===== src/rtl/jetson_cmd_dispatch_if.sv =====
// Link FIFO and core register-bus signals seen by the command dispatcher.
// The master side is the dispatcher; the slave side is the link and register bus.
interface jetson_cmd_dispatch_if;
    logic        rd_en;
    logic        rd_rdy;
    logic [31:0] rd_dout;
    logic        wr_en;
    logic [31:0] wr_din;
    logic        wr_full;
    logic        bus_wr;
    logic        bus_rd;
    logic [3:0]  bus_addr;
    logic [23:0] bus_wdata;
    logic [23:0] bus_rdata;
    logic        bus_ack;

    modport master (
        output rd_en, wr_en, wr_din, bus_wr, bus_rd, bus_addr, bus_wdata,
        input  rd_rdy, rd_dout, wr_full, bus_rdata, bus_ack
    );

    modport slave (
        input  rd_en, wr_en, wr_din, bus_wr, bus_rd, bus_addr, bus_wdata,
        output rd_rdy, rd_dout, wr_full, bus_rdata, bus_ack
    );
endinterface


===== src/rtl/jetson_cmd_dispatch.sv =====
// Pops Jetson command words, runs one register-bus transaction each and pushes
// replies; also pushes rate-limited shadow-status words when status_in changes.
module jetson_cmd_dispatch #(
    parameter int TIMEOUT        = 255,
    parameter int STATUS_HOLDOFF = 1000
) (
    input  logic                  clk,
    input  logic                  rst,
    jetson_cmd_dispatch_if.master io,
    input  logic [24:0]           status_in,
    output logic                  busy
);
    localparam logic [2:0] S_IDLE   = 3'd0;
    localparam logic [2:0] S_FETCH  = 3'd1;
    localparam logic [2:0] S_DECODE = 3'd2;
    localparam logic [2:0] S_BUS    = 3'd3;
    localparam logic [2:0] S_REPLY  = 3'd4;
    localparam logic [2:0] S_STATUS = 3'd5;

    logic [2:0]  state;
    logic [31:0] cmd_q;
    logic [31:0] reply_q;
    logic [31:0] wr_din_q;
    logic [24:0] last_status;
    logic [15:0] to_cnt;
    logic [19:0] ho_cnt;

    logic [3:0]  opc;
    logic [3:0]  addr;
    logic        ho_done;
    logic        status_due;
    logic        push;
    logic [31:0] push_word;

    assign opc        = cmd_q[31:28];
    assign addr       = cmd_q[27:24];
    assign ho_done    = (ho_cnt == 20'(STATUS_HOLDOFF));
    assign status_due = (status_in != last_status) && ho_done;

    // rd_en/wr_en are decoded from state so a pop or push happens in the very
    // cycle the FSM decides on it; both are gated by rst to keep outputs quiet.
    assign push      = ((state == S_REPLY) || (state == S_STATUS)) && !io.wr_full && !rst;
    assign push_word = (state == S_STATUS) ? {7'h0, status_in} : reply_q;

    assign io.rd_en  = (state == S_IDLE) && !status_due && !rst;
    assign io.wr_en  = push;
    assign io.wr_din = push ? push_word : wr_din_q;
    assign busy      = (state != S_IDLE);

    always_ff @(posedge clk) begin
        if (rst) begin
            state        <= S_IDLE;
            cmd_q        <= '0;
            reply_q      <= '0;
            wr_din_q     <= '0;
            last_status  <= '0;
            to_cnt       <= '0;
            ho_cnt       <= 20'(STATUS_HOLDOFF);
            io.bus_wr    <= 1'b0;
            io.bus_rd    <= 1'b0;
            io.bus_addr  <= '0;
            io.bus_wdata <= '0;
        end else begin
            if (!ho_done) ho_cnt <= ho_cnt + 20'd1;
            if (push) wr_din_q <= push_word;

            case (state)
                S_IDLE: state <= status_due ? S_STATUS : S_FETCH;

                S_FETCH: begin
                    if (io.rd_rdy) begin
                        cmd_q <= io.rd_dout;
                        state <= S_DECODE;
                    end else begin
                        state <= S_IDLE;
                    end
                end

                S_DECODE: begin
                    to_cnt <= '0;
                    case (opc)
                        4'h1, 4'h2: begin
                            io.bus_wr    <= (opc == 4'h1);
                            io.bus_rd    <= (opc == 4'h2);
                            io.bus_addr  <= addr;
                            io.bus_wdata <= cmd_q[23:0];
                            state        <= S_BUS;
                        end
                        4'h3: begin
                            reply_q <= {4'h3, cmd_q[27:0]};
                            state   <= S_REPLY;
                        end
                        default: begin
                            reply_q <= {4'hF, 20'h0, 4'h0, opc};
                            state   <= S_REPLY;
                        end
                    endcase
                end

                // An ack in the same cycle the counter hits TIMEOUT still wins.
                S_BUS: begin
                    if (io.bus_ack) begin
                        io.bus_wr <= 1'b0;
                        io.bus_rd <= 1'b0;
                        if (opc == 4'h2) begin
                            reply_q <= {4'h2, addr, io.bus_rdata};
                            state   <= S_REPLY;
                        end else begin
                            state <= S_IDLE;
                        end
                    end else if (to_cnt == 16'(TIMEOUT)) begin
                        io.bus_wr <= 1'b0;
                        io.bus_rd <= 1'b0;
                        reply_q   <= {4'hE, addr, 23'h0, (opc == 4'h1)};
                        state     <= S_REPLY;
                    end else begin
                        to_cnt <= to_cnt + 16'd1;
                    end
                end

                S_REPLY: if (push) state <= S_IDLE;

                S_STATUS: begin
                    if (push) begin
                        last_status <= status_in;
                        ho_cnt      <= '0;
                        state       <= S_IDLE;
                    end
                end

                default: state <= S_IDLE;
            endcase
        end
    end
endmodule


===== src/flat_wrapper.sv =====
// flat-port wrapper written by rule: the top's interface ports become plain ports
module jetson_cmd_dispatch_flat 
#(
    parameter int TIMEOUT        = 255,
    parameter int STATUS_HOLDOFF = 1000
)
  (clk, rst, status_in, busy, io_rd_en, io_wr_en, io_wr_din, io_bus_wr, io_bus_rd, io_bus_addr, io_bus_wdata, io_rd_rdy, io_rd_dout, io_wr_full, io_bus_rdata, io_bus_ack);
  jetson_cmd_dispatch_if io_i ();
  input  logic clk;
  input  logic rst;
  input  logic [24:0] status_in;
  output logic busy;
  output wire logic [$bits(io_i.rd_en)-1:0] io_rd_en;
  output wire logic [$bits(io_i.wr_en)-1:0] io_wr_en;
  output wire logic [$bits(io_i.wr_din)-1:0] io_wr_din;
  output wire logic [$bits(io_i.bus_wr)-1:0] io_bus_wr;
  output wire logic [$bits(io_i.bus_rd)-1:0] io_bus_rd;
  output wire logic [$bits(io_i.bus_addr)-1:0] io_bus_addr;
  output wire logic [$bits(io_i.bus_wdata)-1:0] io_bus_wdata;
  input wire logic [$bits(io_i.rd_rdy)-1:0] io_rd_rdy;
  input wire logic [$bits(io_i.rd_dout)-1:0] io_rd_dout;
  input wire logic [$bits(io_i.wr_full)-1:0] io_wr_full;
  input wire logic [$bits(io_i.bus_rdata)-1:0] io_bus_rdata;
  input wire logic [$bits(io_i.bus_ack)-1:0] io_bus_ack;
  assign io_rd_en = io_i.rd_en;
  assign io_wr_en = io_i.wr_en;
  assign io_wr_din = io_i.wr_din;
  assign io_bus_wr = io_i.bus_wr;
  assign io_bus_rd = io_i.bus_rd;
  assign io_bus_addr = io_i.bus_addr;
  assign io_bus_wdata = io_i.bus_wdata;
  assign io_i.rd_rdy = io_rd_rdy;
  assign io_i.rd_dout = io_rd_dout;
  assign io_i.wr_full = io_wr_full;
  assign io_i.bus_rdata = io_bus_rdata;
  assign io_i.bus_ack = io_bus_ack;
  jetson_cmd_dispatch #(.TIMEOUT(TIMEOUT), .STATUS_HOLDOFF(STATUS_HOLDOFF)) u_core (.clk(clk), .rst(rst), .io(io_i), .status_in(status_in), .busy(busy));
endmodule

===== config.mk =====
export PLATFORM = sky130hd
export DESIGN_NAME = jetson_cmd_dispatch_flat
export DESIGN_NICKNAME = d
export VERILOG_FILES = /design/src/rtl/jetson_cmd_dispatch_if.sv /design/src/rtl/jetson_cmd_dispatch.sv /design/src/flat_wrapper.sv
export SDC_FILE = /design/constraint.sdc
export NUM_CORES = 1
export LEC_CHECK = 0
export CORE_UTILIZATION = 45
export CTS_CLUSTER_SIZE = 10
export DETAILED_ROUTE_END_ITERATION = 8
export PLACE_DENSITY = 0.75
export SYNTH_ARGS = -nofsm -noshare
export SYNTH_HDL_FRONTEND = slang
export SYNTH_SLANG_ARGS = --single-unit
export TNS_END_PERCENT = 5

===== constraint.sdc =====
create_clock -name clk -period 2.8 [get_ports clk]
set_input_delay 0.56 -clock clk [delete_from_list [all_inputs] [get_ports clk]]
set_output_delay 0.56 -clock clk [all_outputs]
set_load 0.1 [all_outputs]

==> results.ini <==
[power]
power.switching_mw = 2.781
power_frac_seq_pct = 39.4
swShare_pct = 35.96
power_density_nw_per_um2 = 698.4
combPwrFrac_pct = 29.9
power.internal_mw = 4.954
power_frac_clock_pct = 30.7
p_leak_nw = 3.978
ir_worst_vdd_mv = 0.4399

[drt]
vias = 7203
drtAntennaViolNets = 0
routed_wl_um = 21260
drt_iter0_drc = 448
drt_pre_antenna_iters = 6
routedWlPerCell_um = 15.66
via_per_inst = 5.304
drc = 0

[sta]
final_hold_viol_count = 0
rsz0062_at_grt = false
final-setup-viol-count = 0
max_freq_ghz = 0.3648
skew_ps = 11.02
post-route-period-util_pct = 97.89
fin_setup_tns_ps = 0
slew_headroom_pct = 35.41
worst_pin_slew_ps = 968.9
report.final.slew_viol_count = 0
min_period_ps = 2741

[clock_network]
cts_tree = done
htreeDepth = 4
cts_setup_buffers = 0
clkSlewWorstSetupHoldPaths_ps = 70
cts_buffers = 17
cts_sinks = 189
clk_latency_ps = 440
clock_path_buffers = 2
cts-root-buf = clkbuf_16

[hold_path]
hp-class = primary input to register

[final_layout]
n_antenna_cell = 0
drive_above_1_share_pct = 17.21
fill_cells = 1492
area_delta_synth_final_pct = 36.04
final_core_util_pct = 63.37
seq_area_um2 = 3786
nNetsFinal = 1209
multi_input_area_um2 = 4207

[yosys]
synth_top_area_cell = dfxtp_1
synth.net_count = 1063
synth_seq_cells = 189
syn_avg_cell_area_um2 = 8.359
synth_edf_count = 0
post-synth-top-count-cell = nand2_1
yosysSeqAreaShare_pct = 46.47
ys.warnings.count = 0
synth_flop_cell = dfxtp_1
synthCells = 974
syn_area_um2 = 8142
ys_types = 55
yosys.area.top_type_share_pct = 46.47
synthTopCellsByCount = nand2_1 (198), dfxtp_1 (189), a21oi_1 (120)
async_flop_share_pct = 0
synth.area.top_cells = dfxtp_1 (46%), nand2_1 (9.1%), a21oi_1 (7.4%), xnor2_1 (3.3%), mux2i_1 (3.3%)

[floorplan]
die_h_um = 136.5
io_pins = 151
start_util_pct = 46.59
die_width_um = 136.5
die_area_um2 = 18630
num_rows = 48
core_area_um2 = 17480

[setup_path]
worstPathRequired_ps = 2240
slowest_delay_ps = 450
crit_chain = clkdlybuf4s50_1 -> xor2_1 -> nor4_2 -> nand4_1 -> buf_6 -> a21boi_4 -> buf_12
cp_max_fo = 3
end_kind = output port
cp_slowest_cell = clkdlybuf4s50_1
worstSetupPathType = primary input to output port
worst_ep_arrival_time_ps = 2180
start_kind = primary input

[grt]
grt_max_degree = 94
antenna_found_initial = 0
track_usage_pct = 23.52
overflow = 0
grt_pass1_wl_um = 33780
grt_pass1_vias = 6725

[placed_design]
hpwl_um = 15080
portBuffers = 150
place_congestion = 0.8067

[job]
cap_violations = 0

[run_status]
status = completed

-- per-stage QoR --
stage | worst slack (ps) | power (mW) | area (um2) | cells | hold WS (ps)
finish | 58.97 | 7.736 | 11080 | 1358 | 358.2
global route | 0.8404 | 8.064 | 11080 | 1358 | 358.1
CTS | 1.493 | 7.794 | 11060 | 1358 | 346.1
detailed placement | -99.82 | 5.423 | 10470 | 1326 | 448.8
global placement | -140.0 | 5.396 | 10470 | 1326 | 441.8
floorplan | -89.68 | 4.578 | 8315 | 974 | 435.3
-- cell families after synthesis --
family | count (synthesis) | synth area share [%]
simple gates | 381 | 21.61
compound gates | 238 | 17.84
flops | 189 | 46.47
buf+inv | 81 | 4.380
xor+xnor | 55 | 5.917
mux | 27 | 3.320
fa+ha+maj | 3 | 0.4611
-- metal layers --
layer / vias to the layer above / global-route usage [%] / routed length [um]
met4: 0 / 6.914 / 265
li1: 3639 / - / -
met3: 19 / 6.111 / 1452
met1: 3337 / 32.16 / 9919
met5: - / 0 / 0
met2: 208 / 36.27 / 9624
-- placed cells by master, fill, tap and decap left out, drive strengths merged, types with 3 or more instances in the layout --
cell and instances:
a2111oi 3, nand2b 4, nand3b 3, o211ai 3
inv 21, o21ai 42, or3 6, mux2i 27
xor2 24, nor4 9, xnor2 31, a31oi 3
nor2 64, dfxtp 189, clkinv 3, nor3 7
and4 3, clkbuf 17, ha 3, nand2 198
a21oi 120, and2 32, nand4 17, nand3 17
and3 6, clkdlybuf4s50 71, dlygate4sd2 12, buf 114
a22oi 20, a22o 7, a211oi 29
-- timing repair --
item | in CTS | in global routing
hold buffers | 0 | 0
pin swaps | 4 | 4
resized for setup | 16 | 4
endpoints found under the setup margin | 1 | 31
-- power groups by stage --
stage / Clock, mW / Sequential [mW] / Combinational [mW]
6_report: 2.38 / 3.04 / 2.31
5_1_grt: 2.55 / 3.07 / 2.45
4_1_cts: 2.43 / 3.04 / 2.33
3_5_place_dp: 0 / 3.10 / 2.32
3_3_place_gp: 0 / 3.09 / 2.30
2_1_floorplan: 0 / 3.01 / 1.57
-- path summary, 6_finish.rpt --
kind | cells past startpoint | startpoint | endpoint | slack, ps
setup reg to reg | 6 | u_core.to_cnt[11] | u_core.reply_q[1] | 550
setup / recovery | 7 | status_in[8] | io_rd_en | 60
hold / removal | 2 | rst | u_core.wr_din_q[30] | 360
hold reg to reg | 2 | u_core.io.bus_wdata[12] | u_core.io.bus_wdata[12] | 460
-- worst max-delay path, delay by kind of cell --
family,cells,cell delay [ps]
buf+inv,3,810
simple gates,2,490
xor+xnor,1,180
compound gates,1,140
-- sequential cells by signal, indices dropped and copies added (netlist names), 3 cells and up --
register	cells
u_core.last_status	25
u_core.to_cnt	16
u_core.reply_q	31
u_core.cmd_q	32
u_core.wr_din_q	32
u_core.state	3
u_core.io.bus_addr	4
u_core.ho_cnt	20
u_core.io.bus_wdata	24
-- area by class of cell --
| type | instances | share of cell area [%] |
|---|---|---|
| clock buffers | 17 | 3.841 |
| clock inverters | 15 | 1.469 |
| inverters | 10 | 0.3389 |
| multi-input cells | 704 | 37.98 |
| flip-flops and latches | 189 | 34.18 |
| well taps | 225 | 2.542 |
| repair buffers | 198 | 19.65 |
(Power assumes the default switching activity.)
